==> config.mk <==
export PLATFORM = sky130hd
export DESIGN_NAME = dcache_flush_walker
export DESIGN_NICKNAME = d
export VERILOG_FILES = /design/src/rtl/dcache_flush_walker_pkg.sv /design/src/rtl/dcache_flush_walker.sv
export SDC_FILE = /design/constraint.sdc
export NUM_CORES = 1
export LEC_CHECK = 0
export ABC_AREA = 0
export CAP_MARGIN = 20
export CORE_UTILIZATION = 32
export DETAILED_ROUTE_END_ITERATION = 10
export MAX_ROUTING_LAYER = met4
export PLACE_DENSITY = 0.69
export RECOVER_POWER = 25
export SLEW_MARGIN = 20
export SYNTH_ARGS = -nofsm -noshare
export SYNTH_HDL_FRONTEND = slang
export SYNTH_SLANG_ARGS = --single-unit
==> constraint.sdc <==
create_clock -name clk -period 2.2 [get_ports clk]
set_clock_uncertainty 0.2 [all_clocks]
set_input_delay 0.33 -clock clk [delete_from_list [all_inputs] [get_ports clk]]
set_output_delay 0.33 -clock clk [all_outputs]
set_load 0.01 [all_outputs]
==> src/rtl/dcache_flush_walker_pkg.sv <==
// dcache_flush_walker_pkg: cache geometry constants and the flush walker state encoding shared with the controller.
package dcache_flush_walker_pkg;
  localparam int DC_INDEX_W  = 8;
  localparam int DC_TAG_W    = 20;
  localparam int DC_OFFSET_W = 4;
  localparam logic [2:0] FL_IDLE  = 3'd0;
  localparam logic [2:0] FL_SCAN  = 3'd1;
  localparam logic [2:0] FL_ISSUE = 3'd2;
  localparam logic [2:0] FL_WAIT  = 3'd3;
  localparam logic [2:0] FL_CLEAR = 3'd4;
  localparam logic [2:0] FL_DONE  = 3'd5;
  typedef enum logic [2:0] {
    S_IDLE  = FL_IDLE,
    S_SCAN  = FL_SCAN,
    S_ISSUE = FL_ISSUE,
    S_WAIT  = FL_WAIT,
    S_CLEAR = FL_CLEAR,
    S_DONE  = FL_DONE
  } flush_state_e;
endpackage

==> src/rtl/dcache_flush_walker.sv <==
// dcache_flush_walker: walks every dirty bit on flush, writes back dirty lines one at a time and clears their bits.
module dcache_flush_walker
  import dcache_flush_walker_pkg::*;
#(
  parameter int INDEX_W  = DC_INDEX_W,
  parameter int TAG_W    = DC_TAG_W,
  parameter int OFFSET_W = DC_OFFSET_W
) (
  input  logic               clk,
  input  logic               reset,
  input  logic               flush_req,
  output logic               flush_busy,
  output logic               flush_done,
  output logic [INDEX_W-1:0] dir_addr,
  input  logic               dir_dout,
  output logic               dir_en,
  output logic               dir_din,
  input  logic [TAG_W-1:0]   tag_in,
  output logic               wb_valid,
  output logic [31:0]        wb_addr,
  input  logic               wb_ready,
  input  logic               wb_done
);
  localparam logic [INDEX_W-1:0] LAST = '1;
  flush_state_e       state_q, state_d;
  logic [INDEX_W-1:0] idx_q, idx_d;
  logic [31:0]        wb_addr_q, wb_addr_d;
  logic               last;
  assign last = idx_q == LAST;
  always_ff @(posedge clk or posedge reset) begin
    if (reset) begin
      state_q   <= S_IDLE;
      idx_q     <= '0;
      wb_addr_q <= '0;
    end else begin
      state_q   <= state_d;
      idx_q     <= idx_d;
      wb_addr_q <= wb_addr_d;
    end
  end
  always_comb begin
    state_d   = state_q;
    idx_d     = idx_q;
    wb_addr_d = wb_addr_q;
    case (state_q)
      S_IDLE: if (flush_req) begin
        state_d = S_SCAN;
        idx_d   = '0;
      end
      S_SCAN: if (dir_dout) begin
        wb_addr_d = {tag_in, idx_q, {OFFSET_W{1'b0}}};
        state_d   = S_ISSUE;
      end else if (last) state_d = S_DONE;
      else idx_d = idx_q + 1'b1;
      S_ISSUE: state_d = wb_ready ? S_WAIT : S_ISSUE;
      S_WAIT:  state_d = wb_done ? S_CLEAR : S_WAIT;
      S_CLEAR: begin
        state_d = last ? S_DONE : S_SCAN;
        idx_d   = last ? idx_q : idx_q + 1'b1;
      end
      S_DONE:  state_d = S_IDLE;
      default: state_d = S_IDLE;
    endcase
  end
  assign flush_busy = state_q != S_IDLE;
  assign flush_done = state_q == S_DONE;
  assign dir_addr   = state_q == S_IDLE ? '0 : idx_q;
  assign dir_en     = state_q == S_CLEAR;
  assign dir_din    = 1'b0;
  assign wb_valid   = state_q == S_ISSUE;
  assign wb_addr    = wb_addr_q;
endmodule

# Yosys cells after proc, flatten, opt, wreduce, memory -nomap -nowiden
# Index checks and enable logic that the tools add are counted.
# totals
mem_count,0
ram_bits,0
out_inout_bits,45
elab_cells,31
register_bits,39
latch_bits,0
mem_bits_ro,0
# op_classes
eq_ne,9
bitwise,0
n_shift,0
n_addsub,1
n_reduce_logical,6
div,0
n_lt_le_gt_ge,0
multipliers,0
mux,12
# ops
cell,n
$mux 8,4
$pmux 8 s3,1
$mux 3,5
$pmux 3 s5,1
$add 8x1->8 const B,1
$eq 8x8->1 const B,1
$eq 3x2->1 const B,2
$eq 3x3->1 const B,2
$reduce_bool 3->1,2
$ne 2x2->1 const B,2
$reduce_and 2->1,2
$eq 3x1->1 const B,1
$logic_not 3->1,1
$ne 3x3->1 const B,1
$reduce_and 3->1,1
$mux 1,1

# Longest topological paths before layout
# depth
depth_word,4
ltp_mapped,6
mapped_depth_nobuf,5

# Worst setup path after synthesis
# Ideal clock, no wire load.
# synth_timing
path_type,reg2out
from,register state_q[0]
to,output flush_busy
t_required_ns,1.670
path_buffers,1
slack_ns,0.422
path_stages_with_launch,4
t_arrival_ns,1.248
path_cell_list,dfrtp_1 -> buf_2 -> nor3_1 -> inv_1
# synth_between
elab_chain_cells,1
# synth_lines
item,line,source
"start, declared",dcache_flush_walker.sv:25,"flush_state_e state_q, state_d;"
"start signal, assigned",dcache_flush_walker.sv:36,state_q <= state_d;
$reduce_bool 3->1,dcache_flush_walker.sv:65,assign flush_busy = state_q != S_IDLE;
"end, declared",dcache_flush_walker.sv:12,"output logic flush_busy,"
# No other way between the ends.

# Final worst setup path
# layout_timing
from,register state_q[1]
to,output flush_done
# layout_between
elab_chain_cells,1
# layout_lines
item,line,source
$eq 3x3->1,dcache_flush_walker.sv:66,assign flush_done = state_q == S_DONE;
"end, declared",dcache_flush_walker.sv:13,"output logic flush_done,"
# No other way between the ends.

==> impl_results.md <==
- I/O pin total: 71
- Maximum capacitance violations: 0
- Sequential area share after synthesis: 0.5221
- Setup total negative slack: 0 ps
- Final Hold Viols: 0
- Starting DRC count in detailed routing: 53
- Die span in y: 78.43 um
- Std cell rows: 27
- First-pass GRT wire length: 6679 um
- Yosys warning count: 0
- Combinational family with the most area after synthesis: multiplexers
- Clock period minus worst slack: 2129 ps
- Peak fanout along the critical path: 13
- Routability cong.: 0.8194
- Skew-Pair Late Insertion Delay: 270 ps
- Synth Instances: 152
- Unique masters post-synth: 42
- Layout cells sized above 1: 0.1667
- Number of failing setup endpoints in the final timing report: 0
- Fraction of power consumed by the clock network: 0.137
- Clk pin slew, worst setup/hold paths: 70 ps
- Worst Path Class, Setup: reg -> out
- H-tree depth: 2
- Effective utilization at floorplan: 0.3354
- Cell depth of the worst flop-to-flop path: 5
- Tightest Hold Check Type: reg -> reg
- Post-Syn Area: 0.001869 mm^2
- DR pass1 iterations: 4
- Quantity of hold-fixing buffers added after cts: 0
- Arrival time reported for the critical path endpoint: 1600 ps
- Routed wire length: 3971 um
- Average footprint of a synthesized cell: 12.30 um^2
- Cell Pwr Density: 1169 mW/mm^2
- Mean number of vias per cell: 4.786
- Slew at the pin with the worst max-slew slack: 972.1 ps
- GRT Overall Usage: 0.1416
- Placement-stage worst setup slack: 121.8 ps
- Design internal power: 2.080 mW
- Final Max Slew Viols: 0
- Async set-or-reset flop fraction in the synthesized netlist: 1.000
- Placeable core region: 0.005574 mm^2
- Least setup slack across all paths after layout: 70.88 ps
- CTS tree: yes
- Headroom to the max-slew limit: 0.3520
- Filler instances: 542
- Vias after detailed routing: 1407
- Number of synthesized flops with an enable pin: 0
- Final clock period utilization by the worst path: 0.9678
- Cells on Worst Hold Path: 1
- Count of clock tree sinks: 39
- Highest ir drop seen on vdd: 0.0004914 V
- Count of buffers from port buffering: 65
- Data required time at the worst endpoint: 1670 ps
- HPWL reported at the end of detailed placement: 2740 um
- Antenna violations before repair: 0
- Number of nets in the finished design: 250
- Fmax: 0.4697 GHz
- Final worst hold slack: 282.8 ps
- Post-synthesis share of cell area spent on full adders, half adders and majority gates: 0.006693
- Synthesized-area fraction occupied by ao, oa, aoi and oai cells: 0.1151
- Part of the total power dissipated in sequential elements: 0.372
- Leakage power figure: 1.155 nW
- Number of buffers inserted by post-CTS setup repair: 0
- Clock root buffer: sky130_fd_sc_hd__clkbuf_8
- Leading cell type in the layout, fill and taps excluded: sky130_fd_sc_hd__clkdlybuf4s50_1
- Result of the run: completed
- Largest net degree at the start of global routing: 40
- Via count of the first global-routing pass: 1386
- Die X-Extent: 78.43 um
- CP Capture Type: primary output
- Parity-gate share of the synthesized area counting xor and xnor cells: 0
- Global route overflow: 0
- Highest-count cells in the layout ignoring fill and taps: sky130_fd_sc_hd__clkdlybuf4s50_1, sky130_fd_sc_hd__dfrtp_1, sky130_fd_sc_hd__mux2_1, sky130_fd_sc_hd__mux2_2, sky130_fd_sc_hd__dlygate4sd2_1
- PnR Total Power: 3.129 mW
- Switching part of the total: 0.3352
- Multiplexer share of the synthesized area: 0.1794
- Top flip-flop cell by instance count after synthesis: sky130_fd_sc_hd__dfrtp_1
- Element type at the critical path start: register
- Longest Clk Path Bufs: 2
- Unrepaired setup endpoints after global routing: false
- Simple logic cell fraction of the synthesized area: 0.1145
- Final routed DRC violation total: 0
- Diode count: 0
- Overall die area: 0.006151 mm^2
- Routed length per placed instance: 13.51 um
- Number of buffers created by CTS: 5
- Post-DRT Antenna Nets: 0
- Combinational share of power: 0.491
- Net Switching: 1.049 mW
- Area Growth Syn to Fin: 43.24%
- Cell count after placement: 288
- Synthesis-stage register bit count: 39
- Non-filler instance count after layout: 294
## worst paths after layout
path / startpoint / end / slack, ps
worst max-delay path: state_q[1] / flush_done / 70
worst min-delay path: wb_addr[25] / wb_addr[25] / 280
worst min register to register: wb_addr[25] / wb_addr[25] / 280
worst max register to register: idx_q[1] / idx_q[3] / 210
max in group asynchronous: reset / state_q[2] / 550
min in group asynchronous: reset / wb_addr[31] / 600
## flip-flops by register name (all words and copies together) (netlist names)
signal   flops
wb_addr     28
state_q      3
idx_q        8
## power groups by stage
stage	clock network [mW]	registers (mW)	logic, mW
after global placement	0	1.16	1.56
after CTS	0.451	1.16	1.56
after detailed placement	0	1.17	1.57
after floorplan	0	1.24	0.724
after global routing	0.486	1.21	1.66
final	0.428	1.16	1.54
## cell usage after synthesis (3+ instances only)
| library cell | number | area, um^2 |
|---|---|---|
| sky130_fd_sc_hd__buf_6 | 3 | 33.78 |
| sky130_fd_sc_hd__dfrtp_1 | 39 | 975.9 |
| sky130_fd_sc_hd__nand2_1 | 8 | 30.03 |
| sky130_fd_sc_hd__buf_4 | 6 | 45.04 |
| sky130_fd_sc_hd__a21oi_1 | 7 | 35.03 |
| sky130_fd_sc_hd__nor2b_1 | 7 | 43.79 |
| sky130_fd_sc_hd__nand3_1 | 3 | 15.01 |
| sky130_fd_sc_hd__nor2_1 | 3 | 11.26 |
| sky130_fd_sc_hd__a31oi_1 | 6 | 37.54 |
| sky130_fd_sc_hd__inv_1 | 4 | 15.01 |
| sky130_fd_sc_hd__nor3b_1 | 3 | 22.52 |
| sky130_fd_sc_hd__mux2_1 | 14 | 157.7 |
| sky130_fd_sc_hd__mux2_2 | 14 | 157.7 |
## metrics by stage
stage / instance area (um^2) / util
floorplan: 1884 / -
CTS: 2678 / 0.4804
global placement: 2606 / 0.4676
global route: 2678 / 0.4804
detailed placement: 2606 / 0.4676
finish: 2678 / 0.4804
## logic make-up (layout without fill, tap and decap cells)
family          count (synthesis)  after routing
simple gates                   35             35
compound gates                 29             29
fa+ha+maj                       1              1
mux                            30             30
other cells                     1              5
flops                          39             39
buf+inv                        17             83
## per-layer routing
| layer | GRT usage | share of wire | vias to the layer above |
|---|---|---|---|
| met5 | - | 0 | - |
| met3 | 0.03837 | 0.063 | 2 |
| met1 | 0.1893 | 0.48 | 680 |
| met4 | 0.02778 | 0.0015 | 0 |
| met2 | 0.2167 | 0.45 | 53 |
| li1 | - | - | 672 |
## cell type report
cell class	instances	area (um^2)	area share
well taps	72	90.09	0.03364
flip-flops and latches	39	977.2	0.3650
clock buffers	6	72.57	0.02710
repair buffers	73	715.7	0.2673
inverters	4	15.01	0.005607
multi-input cells	100	807.0	0.3014
## timing repair
action	CTS	global route
gates resized for setup	12	1
pin swaps	0	0
setup endpoints to repair	10	1
hold endpoints to repair	0	0
## critical path, stage by stage, from the launching register on
cell                              delay [ps]
sky130_fd_sc_hd__dfrtp_1                 420
sky130_fd_sc_hd__buf_6                   170
sky130_fd_sc_hd__and3b_1                 210
sky130_fd_sc_hd__clkdlybuf4s50_1         530
Power figures use the tool's default switching activity.
